File: src/rtl/vga_timing_pkg.sv
// Shared VGA timing constants, status bundle type and width helper.
package vga_timing_pkg;

  // 640x480@60, 25.175 MHz pixel clock
  localparam int VGA640_H_ACTIVE = 640;
  localparam int VGA640_H_FRONT  = 16;
  localparam int VGA640_H_SYNC   = 96;
  localparam int VGA640_H_BACK   = 48;
  localparam int VGA640_V_ACTIVE = 480;
  localparam int VGA640_V_FRONT  = 10;
  localparam int VGA640_V_SYNC   = 2;
  localparam int VGA640_V_BACK   = 33;

  // 800x600@60, 40 MHz pixel clock, positive syncs
  localparam int SVGA800_H_ACTIVE = 800;
  localparam int SVGA800_H_FRONT  = 40;
  localparam int SVGA800_H_SYNC   = 128;
  localparam int SVGA800_H_BACK   = 88;
  localparam int SVGA800_V_ACTIVE = 600;
  localparam int SVGA800_V_FRONT  = 1;
  localparam int SVGA800_V_SYNC   = 4;
  localparam int SVGA800_V_BACK   = 23;

  // Per-pixel status that travels alongside the pixel-source latency
  typedef struct packed {
    logic req;  // coordinate inside active area
    logic hs;   // inside hsync pulse
    logic vs;   // inside vsync lines
    logic fs;   // first pixel of frame
    logic ls;   // first pixel of an active line
  } vga_stat_t;

  // Counter width for a 0..total-1 counter
  function automatic int cnt_w(input int total);
    return (total > 1) ? $clog2(total) : 1;
  endfunction

endpackage

File: src/rtl/vga_delay_line.sv
// Fixed-depth register delay line; DEPTH=0 degenerates to a wire.
module vga_delay_line #(
  parameter int WIDTH = 1,
  parameter int DEPTH = 1
) (
  input  logic             clk,
  input  logic             rst_n,
  input  logic [WIDTH-1:0] din,
  output logic [WIDTH-1:0] dout
);

  if (DEPTH == 0) begin : g_wire
    logic unused_clk_rst;
    assign unused_clk_rst = clk ^ rst_n;
    assign dout = din;
  end else begin : g_pipe
    logic [DEPTH-1:0][WIDTH-1:0] stg;

    // Shift one stage per clock; reset flushes every stage to inactive
    always_ff @(posedge clk or negedge rst_n) begin
      if (!rst_n) begin
        stg <= '0;
      end else begin
        stg[0] <= din;
        for (int i = 1; i < DEPTH; i++) stg[i] <= stg[i-1];
      end
    end

    assign dout = stg[DEPTH-1];
  end

endmodule

File: src/rtl/vga_timing_gen.sv
// Parametrised VGA raster generator. Request coordinates go out to the pixel
// source; the status bundle is delayed to match the source latency so colour,
// sync and blanking leave together through one output register.
module vga_timing_gen
  import vga_timing_pkg::*;
#(
  parameter int H_ACTIVE  = VGA640_H_ACTIVE,
  parameter int H_FRONT   = VGA640_H_FRONT,
  parameter int H_SYNC    = VGA640_H_SYNC,
  parameter int H_BACK    = VGA640_H_BACK,
  parameter int V_ACTIVE  = VGA640_V_ACTIVE,
  parameter int V_FRONT   = VGA640_V_FRONT,
  parameter int V_SYNC    = VGA640_V_SYNC,
  parameter int V_BACK    = VGA640_V_BACK,
  parameter bit HSYNC_POL = 1'b0,
  parameter bit VSYNC_POL = 1'b0,
  parameter int COLOR_W   = 4,
  parameter int PIX_LAT   = 1,
  localparam int H_TOTAL  = H_ACTIVE + H_FRONT + H_SYNC + H_BACK,
  localparam int V_TOTAL  = V_ACTIVE + V_FRONT + V_SYNC + V_BACK,
  localparam int HW       = cnt_w(H_TOTAL),
  localparam int VW       = cnt_w(V_TOTAL)
) (
  input  logic                 clk25,
  input  logic                 rst_n,
  input  logic [3*COLOR_W-1:0] rgb,
  output logic [HW-1:0]        pix_x,
  output logic [VW-1:0]        pix_y,
  output logic                 pix_req,
  output logic [COLOR_W-1:0]   red_out,
  output logic [COLOR_W-1:0]   green_out,
  output logic [COLOR_W-1:0]   blue_out,
  output logic                 hsync,
  output logic                 vsync,
  output logic                 de,
  output logic                 frame_start,
  output logic                 line_start
);

  if (H_ACTIVE < 1 || H_FRONT < 1 || H_SYNC < 1 || H_BACK < 1 ||
      V_ACTIVE < 1 || V_FRONT < 1 || V_SYNC < 1 || V_BACK < 1 ||
      COLOR_W < 1 || PIX_LAT < 0 || PIX_LAT > 7) begin : g_bad_param
    $error("vga_timing_gen: geometry params must be >= 1 and PIX_LAT in 0..7");
  end

  localparam logic [HW-1:0] H_LAST   = HW'(H_TOTAL - 1);
  localparam logic [HW-1:0] H_ACT    = HW'(H_ACTIVE);
  localparam logic [HW-1:0] HS_FIRST = HW'(H_ACTIVE + H_FRONT);
  localparam logic [HW-1:0] HS_LAST  = HW'(H_ACTIVE + H_FRONT + H_SYNC - 1);
  localparam logic [VW-1:0] V_LAST   = VW'(V_TOTAL - 1);
  localparam logic [VW-1:0] V_ACT    = VW'(V_ACTIVE);
  localparam logic [VW-1:0] VS_FIRST = VW'(V_ACTIVE + V_FRONT);
  localparam logic [VW-1:0] VS_LAST  = VW'(V_ACTIVE + V_FRONT + V_SYNC - 1);

  logic [HW-1:0] h_cnt;
  logic [VW-1:0] v_cnt;
  vga_stat_t     stat_raw;
  vga_stat_t     stat_dly;

  // Raster counters: h every cycle, v on h wrap, both wrap to (0,0)
  always_ff @(posedge clk25 or negedge rst_n) begin
    if (!rst_n) begin
      h_cnt <= '0;
      v_cnt <= '0;
    end else if (h_cnt == H_LAST) begin
      h_cnt <= '0;
      v_cnt <= (v_cnt == V_LAST) ? '0 : v_cnt + 1'b1;
    end else begin
      h_cnt <= h_cnt + 1'b1;
    end
  end

  assign pix_x   = h_cnt;
  assign pix_y   = v_cnt;
  assign pix_req = stat_raw.req;

  // Status decoded from the request coordinate
  always_comb begin
    stat_raw     = '0;
    stat_raw.req = (h_cnt < H_ACT) && (v_cnt < V_ACT);
    stat_raw.hs  = (h_cnt >= HS_FIRST) && (h_cnt <= HS_LAST);
    stat_raw.vs  = (v_cnt >= VS_FIRST) && (v_cnt <= VS_LAST);
    stat_raw.fs  = (h_cnt == '0) && (v_cnt == '0);
    stat_raw.ls  = (h_cnt == '0) && stat_raw.req;
  end

  // Hold status back by the pixel-source latency so it meets the returned rgb
  vga_delay_line #(
    .WIDTH ($bits(vga_stat_t)),
    .DEPTH (PIX_LAT)
  ) u_stat_dly (
    .clk   (clk25),
    .rst_n (rst_n),
    .din   (stat_raw),
    .dout  (stat_dly)
  );

  // Output register: blank colour outside active area, apply sync polarity
  always_ff @(posedge clk25 or negedge rst_n) begin
    if (!rst_n) begin
      red_out     <= '0;
      green_out   <= '0;
      blue_out    <= '0;
      de          <= 1'b0;
      frame_start <= 1'b0;
      line_start  <= 1'b0;
      hsync       <= ~HSYNC_POL;
      vsync       <= ~VSYNC_POL;
    end else begin
      red_out     <= stat_dly.req ? rgb[3*COLOR_W-1 -: COLOR_W] : '0;
      green_out   <= stat_dly.req ? rgb[2*COLOR_W-1 -: COLOR_W] : '0;
      blue_out    <= stat_dly.req ? rgb[COLOR_W-1:0]            : '0;
      de          <= stat_dly.req;
      frame_start <= stat_dly.fs;
      line_start  <= stat_dly.ls;
      hsync       <= stat_dly.hs ? HSYNC_POL : ~HSYNC_POL;
      vsync       <= stat_dly.vs ? VSYNC_POL : ~VSYNC_POL;
    end
  end

endmodule

File: config.mk
export PLATFORM = sky130hd
export DESIGN_NAME = vga_timing_gen
export DESIGN_NICKNAME = d
export VERILOG_FILES = /design/src/rtl/vga_timing_pkg.sv /design/src/rtl/vga_delay_line.sv /design/src/rtl/vga_timing_gen.sv
export SDC_FILE = /design/constraint.sdc
export NUM_CORES = 1
export LEC_CHECK = 0
export CAP_MARGIN = 5
export CORE_MARGIN = 5
export CORE_UTILIZATION = 42
export DETAILED_ROUTE_END_ITERATION = 8
export PLACE_DENSITY = 0.75
export SYNTH_ARGS = -nofsm -noshare
export SYNTH_HDL_FRONTEND = slang
export SYNTH_SLANG_ARGS = --single-unit
File: constraint.sdc
create_clock -name clk25 -period 1.7 [get_ports clk25]
set_input_delay 0.51 -clock clk25 [delete_from_list [all_inputs] [get_ports clk25]]
set_output_delay 0.51 -clock clk25 [all_outputs]
set_load 0.02 [all_outputs]
Word-level counts from Yosys, hierarchy flattened
Index checks and enable logic that the tools add are counted.
{"block": "word_totals", "reg_bits": 42, "latch_bits": 0, "ram_bits": 0, "elab_cells": 35, "memories": 0, "out_inout_bits": 38, "rom_bits": 0, "in_bits": 14}
{"block": "classes", "eq_ne": 2, "mux": 7, "shift": 0, "n_addsub": 2, "n_reduce_logical": 7, "n_div": 0, "bitwise_logic": 0, "mul": 0, "magnitude_cmp": 6}
{"op": "10-bit by 1-bit adder with 10-bit output (second input constant)", "count": 2}
{"op": "10-bit == test (second input constant)", "count": 2}
{"op": "10-bit logical NOT", "count": 2}
{"op": "10-bit two-way mux", "count": 2}
{"op": "4-bit two-way mux", "count": 3}
{"op": "10-bit greater-or-equal comparator (second input constant)", "count": 1}
{"op": "10-bit by 9-bit greater-or-equal comparator with 1-bit output (second input constant)", "count": 1}
{"op": "10-bit <= comparator (second input constant)", "count": 1}
{"op": "10-bit by 9-bit <= comparator with 1-bit output (second input constant)", "count": 1}
{"op": "10-bit < comparator (second input constant)", "count": 1}
{"op": "10-bit by 9-bit < comparator with 1-bit output (second input constant)", "count": 1}
{"op": "1-bit logical AND", "count": 5}
{"op": "1-bit two-way mux", "count": 2}

Depth between registers and ports, before layout
Gate-level depths: netlist (run 1).
{"block": "depth", "depth_word": 3, "depth_mapped": 7, "mapped_depth_nobuf": 6}

Modules after synthesis
Synthesis (run 1) repeated with hierarchy kept, for this count alone.
{"block": "unflattened", "cells_unflattened": 154, "area_unflattened_um2": 1744.2}
{"mod": "vga_timing_gen", "seq_area_each_um2": 928.4, "instances": 1, "area_per_inst_um2": 1619.1, "cells_per_inst": 149}
{"mod": "vga_delay_line", "seq_area_each_um2": 125.1, "instances": 1, "area_per_inst_um2": 125.1, "cells_per_inst": 5}

Worst setup path before layout (run 1)
OpenSTA, ideal clock, no wires.
{"block": "synth_timing", "path_kind": "register to output", "from": "reg v_cnt[5] (netlist: pix_y[5])", "to": "out pix_req", "t_arrival_ns": 1.359, "path_stages_with_launch": 4, "setup_slack_ns": -0.169, "n_path_buf": 1, "cell_sequence": "dfrtp_1 > buf_2 > and4_1 > nor3_1"}
{"block": "synth_between", "elab_chain_len": 2}
{"element": "start: declaration", "line_no": "vga_timing_gen.sv:56", "rtl": "logic [VW-1:0] v_cnt;"}
{"element": "start signal: assignment", "line_no": "vga_timing_gen.sv:67", "rtl": "v_cnt <= (v_cnt == V_LAST) ? '0 : v_cnt + 1'b1;"}
{"element": "10-bit by 9-bit < comparator with 1-bit output", "line_no": "vga_timing_gen.sv:80", "rtl": "stat_raw.req = (h_cnt < H_ACT) && (v_cnt < V_ACT);"}
{"element": "1-bit logical AND", "line_no": "vga_timing_gen.sv:80"}
{"element": "end: declaration", "line_no": "vga_timing_gen.sv:29", "rtl": "output logic pix_req,"}
Every way passes these cells.

Final worst setup path (run 1)
{"block": "layout_timing", "from": "reg v_cnt[7] (netlist: pix_y[7])", "to": "out pix_req"}
The elaborated chain is that of the path after synthesis.

==> summary.md, run 1 <==
| Metric | Value |
|---|---|
| Outcome | `finished, violations left` |
| Failing checks | `setup timing` |
| Uppermost layer routed | `met4` |
| Endpoints failing setup | `1` |
| Met3 wire len | `352 microns` |
| Fmax | `581.1 MHz` |
| Period minus WS final | `1.721 ns` |
| TritonRoute pass-1 iters | `4` |
| First-pass GRT wire length | `6.651 mm` |
| Crit path kind | `flop to output port` |
| Worst Path Arrival | `1.21 ns` |
| Dpl ws | `-0.2417 ns` |
| Grt total ovfl | `0` |
| CTS tree | `done` |
| Worst slew pin tran | `0.4557 ns` |
| Peak VDD IR | `0.4090 mV` |
| Sink Count | `42` |
| Final Cycle Share | `101.2%` |
| Rel. slew slack | `69.62%` |
| Hold buffer count at cts | `0` |
| Pleak | `1.251 nW` |
| Sequential share of the synthesized area | `58.64%` |
| Max_cap viols | `0` |
| Met1 wire length | `1.769 mm` |
| CP Data Required Time | `1.19 ns` |
| Vias in the first global route | `1,447` |
| Routed len/inst | `14.65 microns` |
| Synth Cell Area | `1797 sq um` |
| H-tree depth | `2` |
| Post-synthesis cell type count | `32` |
| Via density per instance | `4.971` |
| Port Buffers | `51` |
| Syn_nets | `174` |
| Slew Viols, Final | `0` |
| Overall global routing resource usage | `15.57%` |
| Cell Pwr Density | `692.7 nW/um^2` |
| Max Fanout on Critical Path | `2` |
| Synth area leaders | `dfrtp_1 56%, and2_1 4.9%, and4_1 3.4%` |
| Synth Register Bits | `42` |
| Crit path launch type | `flop` |
| CTS Buffer Depth | `2` |
| Clk_skew | `0.009206 ns` |
| Sum Neg Setup Slack | `-0.02080 ns` |
| Wirelength, routed | `4.059 mm` |
| # DRC | `0` |
| Core Region | `4086 sq um` |
| Filler cells | `346` |
| Die width | `75.41 microns` |
| Yosys top cell area share | `55.71%` |
| Path category of the worst min-delay check | `input pin to asynchronous set/reset pin` |
| Routed length on met2 | `1.887 mm` |
| Initial antenna violation count | `0` |
| Root buf cell | `clkbuf_8` |
| Final net count | `244` |
| Final Hold Vio Count | `0` |
| Die area | `5686 sq um` |
| Most common library cell in the layout ignoring fill and taps | `dfrtp_1` |
| Synth Instances | `156` |
| I/O pin total | `52` |
| Antenna Cells | `0` |
| Unrepaired setup endpoints after global routing | `yes` |
| Post-synth EDFFs | `0` |
| Clock edge transition at the registers on the reported setup and hold paths | `0.08 ns` |
| Most frequent cells in the layout | `38 x dfrtp_1, 30 x dlygate4sd2_1, 21 x buf_4` |
| Die H | `75.41 microns` |
| Layout area overhead | `42.69%` |
| Slack of the critical path | `-0.02080 ns` |
| Hpwl dp | `3.049 mm` |
| 1st-iter DRT viols | `41` |
| # rows | `23` |
| Mean Syn Cell Area | `11.52 sq um` |
| Ys flop type | `dfrtp_1` |
| Worst-skew pair later-pin latency | `0.29 ns` |
| Placer Congestion | `0.7944` |
| Cell taking the most area after synthesis | `dfrtp_1` |
| Final antenna-violating net count | `0` |
| Synth warn | `0` |
| FFs w/ async S/R, synth | `100.0%` |
| Largest net degree at the start of global routing | `25` |
| Layout cells sized above 1 | `20.70%` |
| Worst setup EP type | `output port` |
| Initial core utilization | `43.97%` |
| DR vias | `1,377` |
| TritonCTS buffer count | `5` |
==> synthesized netlist by cell type (2+ instances only) <==
library cell and n:
buf_2 4, nor2_1 4, clkbuf_1 3, dfstp_2 2, a21o_1 2, a31oi_1 3, and4_1 7, o21ai_1 3
and2_1 14, buf_4 3, nand3_1 12, xor2_1 4, nor3_1 5, ha_1 4, inv_1 8, xnor2_1 6
a21oi_1 3, dfrtp_1 40, and3_1 3, nor4_1 4, nand4_1 4, nand2_1 8
==> worst paths after layout <==
kind                                    endpoint                    startpoint  cells after the start  slack (ns)
max                                      pix_req          pix_y[7]$_DFFE_PN0N_                      3       -0.02
min                        blue_out[0]$_DFF_PN0_                         rst_n                      1        0.16
max in group asynchronous        vsync$_DFF_PN1_                         rst_n                      2        0.98
min reg2reg                 line_start$_DFF_PN0_  u_stat_dly.dout[0]$_DFF_PN0_                      0        0.35
max reg2reg                 pix_y[4]$_DFFE_PN0N_            pix_x[0]$_DFF_PN0_                      5        0.10
min in group clk25          line_start$_DFF_PN0_  u_stat_dly.dout[0]$_DFF_PN0_                      0        0.35
==> area by class of cell <==
cell class                      instances  area, sq um  area share [%]
Clock buffer                            6        82.58           3.221
Inverter                                8        30.03           1.171
Tap cell                               50        62.56           2.440
Multi-Input combinational cell         96        683.2           26.65
Sequential cell                        42         1056           41.19
Clock inverter                          2        12.51          0.4880
Timing Repair Buffer                   73        636.9           24.84
==> critical path: stages (launching register included) <==
cell and delay [ns]:
dfrtp_1 0.39, and4_4 0.21, nor3_4 0.18, buf_6 0.14
==> logic make-up (layout without fill, tap and decap cells) <==
| logic type | after synthesis | in the layout | synth area share, % |
|---|---|---|---|
| xor+xnor | 10 | 10 | 4.874 |
| mux | 1 | 1 | 0.5571 |
| fa+ha+maj | 4 | 4 | 2.786 |
| flops | 42 | 42 | 58.64 |
| simple gates | 67 | 67 | 23.82 |
| compound gates | 14 | 14 | 4.665 |
| buf+inv | 18 | 89 | 4.666 |
==> report_power, final <==
group | leakage, nW | internal [mW] | total (mW) | switching (mW)
clock | 0.0472 | 0.326 | 0.659 | 0.333
sequential | 0.525 | 1.01 | 1.02 | 0.00331
combinational | 0.679 | 0.0499 | 0.101 | 0.0507
total | 1.25 | 1.39 | 1.78 | 0.387
==> timing repair <==
action,4_1_cts,5_1_grt
endpoints found under the setup margin,38,15
cloned,0,0
pin swaps,1,3
buffers inserted,0,1
gates resized for setup,45,13
==> registers in the layout, summed over array words and instances (netlist names) <==
name	flops
hsync	1
u_stat_dly.dout	5
frame_start	1
green_out	4
pix_x	10
line_start	1
red_out	4
pix_y	10
de	1
blue_out	4
vsync	1
==> through the flow <==
| stage | instances | total power [mW] | hold slack, ns | instance area, sq um | util (%) |
|---|---|---|---|---|---|
| 6_report | 277 | 1.776 | 0.1586 | 2564 | 62.74 |
| 5_1_grt | 277 | 1.847 | 0.1851 | 2564 | 62.74 |
| 4_1_cts | 276 | 1.806 | 0.1634 | 2540 | 62.16 |
| 3_5_place_dp | 268 | 1.150 | 0.3347 | 2489 | 60.90 |
| 3_3_place_gp | 268 | 1.148 | 0.3333 | 2489 | 60.90 |
| 2_1_floorplan | 156 | 1.065 | 0.2144 | 1804 | - |
==> routing by layer <==
layer  up-vias  track usage [%]
met5         -                0
met4         0            7.379
met3         6            4.617
met2        61            24.74
met1       635            19.54
li1        675                -
Power figures use the tool's default switching activity.
==> inputs of run 2 (changes only) <==
--- a/config.mk
+++ b/config.mk
@@ -8,8 +8,10 @@
 export CAP_MARGIN = 5
 export CORE_MARGIN = 5
 export CORE_UTILIZATION = 42
+export CTS_CLUSTER_SIZE = 10
 export DETAILED_ROUTE_END_ITERATION = 8
 export PLACE_DENSITY = 0.75
+export REMOVE_ABC_BUFFERS = 1
 export SYNTH_ARGS = -nofsm -noshare
 export SYNTH_HDL_FRONTEND = slang
 export SYNTH_SLANG_ARGS = --single-unit
==> run 2 against run 1 <==
- the flow still finishes with violations (setup timing)
- clock skew decreased by 0.0034 ns
- first-iteration DRC count up 20%
- fmax is 0.84% lower
- global-route usage decreased by 0.56 points
- sequential share of layout area down 0.23 points
- die area is the same
- setup slack got worse by 0.015 ns
- register-to-register slack barely moved
- non-clock buffer count grew 1
- via count grew 0.29%
- final cell count rose by 0.36%
- largest cell class unchanged
==> summary.md, run 2 (synthesis gave the netlist of run 1 again) <==
| Metric | Value |
|---|---|
| Sink Count | `42 (unchanged)` |
| Dpl ws | `-0.3367 ns (-0.09505 ns)` |
| CP max stage delay | `0.38 ns (about the same)` |
| First-pass GRT wire length | `6.486 mm (-2.5%)` |
| Port Buffers | `51 (unchanged)` |
| Sum Neg Setup Slack | `-0.03541 ns (-0.01461 ns)` |
| WP buf/inv | `1 (unchanged)` |
| I/O pin total | `52 (unchanged)` |
| Logic pwr share | `5.3% (-0.4 points)` |
| Multi-input gate area | `674.4 sq um (-1.3%)` |
| Endpoints failing setup | `1 (unchanged)` |
| Antenna Cells | `0 (unchanged)` |
| Crit path launch type | `flop` |
| Final net count | `245 (+0.41%)` |
| TritonCTS buffer count | `5 (unchanged)` |
| Via density per instance | `4.968 (about the same)` |
| Crit path kind | `flop to output port` |
| Hpwl dp | `2.880 mm (-5.5%)` |
| DR vias | `1,381 (+0.29%)` |
| # DRC | `0 (unchanged)` |
| Die width | `75.41 microns (unchanged)` |
| 1st-iter DRT viols | `49 (+20%)` |
| Peak VDD IR | `0.5091 mV (+24%)` |
| Pleak | `1.266 nW (+1.2%)` |
| Slowest cell on the critical path | `dfrtp_1` |
| Cell Pwr Density | `722.9 nW/um^2 (+4.4%)` |
| Routed len/inst | `13.97 microns (-4.7%)` |
| Overall power | `1.861 mW (+4.8%)` |
| Beginning of the critical path | `pix_x[8]$_DFF_PN0_` |
| CP Data Required Time | `1.19 ns (about the same)` |
| Path category of the worst min-delay check | `input pin to asynchronous set/reset pin` |
| Max_cap viols | `0 (unchanged)` |
| Overall global routing resource usage | `15.01% (-0.56 points)` |
| Worst-skew pair later-pin latency | `0.28 ns (about the same)` |
| Slack of the critical path | `-0.03541 ns (-0.01461 ns)` |
| Die area | `5686 sq um (unchanged)` |
| Placer Congestion | `0.8958 (+13%)` |
| Worst setup EP type | `output port` |
| Sw Ratio | `19.30% (-2.5 points)` |
| CTS Buffer Depth | `2 (unchanged)` |
| Fmax | `576.2 MHz (-0.84%)` |
| Int Power | `1.502 mW (+8.2%)` |
| Wirelength, routed | `3.884 mm (-4.3%)` |
| Period minus WS final | `1.735 ns (+0.01461 ns)` |
| Initial core utilization | `43.97% (unchanged)` |
| Filler cells | `343 (-0.87%)` |
| Crit-path leading delay family | `flip-flops` |
| # rows | `23 (unchanged)` |
| Clock edge transition at the registers on the reported setup and hold paths | `0.08 ns (about the same)` |
| Final antenna-violating net count | `0 (unchanged)` |
| Unrepaired setup endpoints after global routing | `yes` |
| Storage cell area | `1055 sq um (-0.12%)` |
| Largest net degree at the start of global routing | `43 (+72%)` |
| Slew Viols, Final | `0 (unchanged)` |
| Final Cycle Share | `102.1% (+0.86 points)` |
| Die H | `75.41 microns (unchanged)` |
| Final Hold Vio Count | `0 (unchanged)` |
| Initial antenna violation count | `0 (unchanged)` |
| Clk_skew | `0.005777 ns (-0.003429 ns)` |
| Rel. slew slack | `78.59% (+9.0 points)` |
| Finished Cell Area | `2575 sq um (+0.44%)` |
| H-tree depth | `2 (unchanged)` |
| R2r startpoint | `pix_x[0]$_DFF_PN0_` |
| CTS tree | `done` |
| Outcome | `finished, violations left` |
| Failing checks | `setup timing` |
| Worst slew pin tran | `0.3182 ns (-0.1375 ns)` |
| Grt total ovfl | `0 (unchanged)` |
| Worst Path Arrival | `1.23 ns (+0.02 ns)` |
| Most frequent cells in the layout | `39 x dfrtp_1, 33 x dlygate4sd2_1, 23 x buf_4` |
| Layout cells sized above 1 | `18.86% (-1.8 points)` |
| Vias in the first global route | `1,407 (-2.8%)` |
| Placed Area | `2481 sq um (-0.30%)` |
| Hold buffer count at cts | `0 (unchanged)` |
| Sw Pwr | `0.3593 mW (-7.2%)` |
| Root buf cell | `clkbuf_8` |
| Crit-path cells | `o21a_1 > nor3_2 > buf_4` |
| Flop pwr share | `54.6% (-2.6 points)` |
| Core Region | `4086 sq um (unchanged)` |
| Max Fanout on Critical Path | `2 (unchanged)` |
| Most common library cell in the layout ignoring fill and taps | `dfrtp_1` |
| Layout area overhead | `43.31%` |
| TritonRoute pass-1 iters | `4 (unchanged)` |
| Clock power share | `40.1% (+3.0 points)` |
==> run 2: path summary, 6_finish.rpt <==
kind | end | cells after the start | slack, ns
hold / removal | pix_y[9]$_DFFE_PN0N_ | 2 | 0.19
hold reg to reg | vsync$_DFF_PN1_ | 1 | 0.35
max in group asynchronous | hsync$_DFF_PN1_ | 2 | 1.25
min in group clk25 | vsync$_DFF_PN1_ | 1 | 0.35
setup reg to reg | pix_y[8]$_DFFE_PN0N_ | 5 | 0.11
setup / recovery | pix_req | 3 | -0.04
==> run 2: area by class of cell <==
class                           count  share of cell area (%)
Tap cell                           50                   2.430
Sequential cell                    42                   40.96
Inverter                            8                   1.166
Multi-Input combinational cell     96                   26.19
Timing Repair Buffer               74                   25.12
Clock inverter                      1                   1.166
Clock buffer                        7                   2.964
==> run 2: stage by stage <==
stage                     hold slack, ns  util, %  instances
after floorplan                   0.2144        -        146
after global placement            0.3316    60.72        268
after detailed placement          0.3450    60.72        268
after CTS                         0.1932    62.25        276
after global routing              0.1985    63.01        278
final                             0.1880    63.01        278
==> run 2: power groups by stage <==
stage                     Combinational, mW  Sequential (mW)  Clock [mW]
final                                0.0994             1.02       0.746
after global routing                  0.110             1.02       0.808
after CTS                             0.103             1.02       0.761
after detailed placement              0.112             1.04           0
after global placement                0.112             1.04           0
after floorplan                     0.00958             1.06           0
==> run 2: repair_timing <==
action                     4_1_cts  5_1_grt
setup endpoints to repair       38       17
setup buffers                    0        2
pin swaps                        2        0
gates resized for setup         44        9
==> run 2: metal layers <==
layer | global-route usage [%] | wire length (microns)
met1 | 18.50 | 1631
met2 | 25.22 | 1865
met3 | 4.881 | 354
met4 | 4.466 | 33
met5 | 0 | 0
==> inputs of run 3 (changes only) <==
--- a/config.mk
+++ b/config.mk
@@ -8,6 +8,7 @@
 export CAP_MARGIN = 5
 export CORE_MARGIN = 5
 export CORE_UTILIZATION = 42
+export CTS_CLUSTER_DIAMETER = 120
 export CTS_CLUSTER_SIZE = 10
 export DETAILED_ROUTE_END_ITERATION = 8
 export PLACE_DENSITY = 0.75
==> results of run 3 <==
Final layout, timing and power as in run 2 (identical DEF).
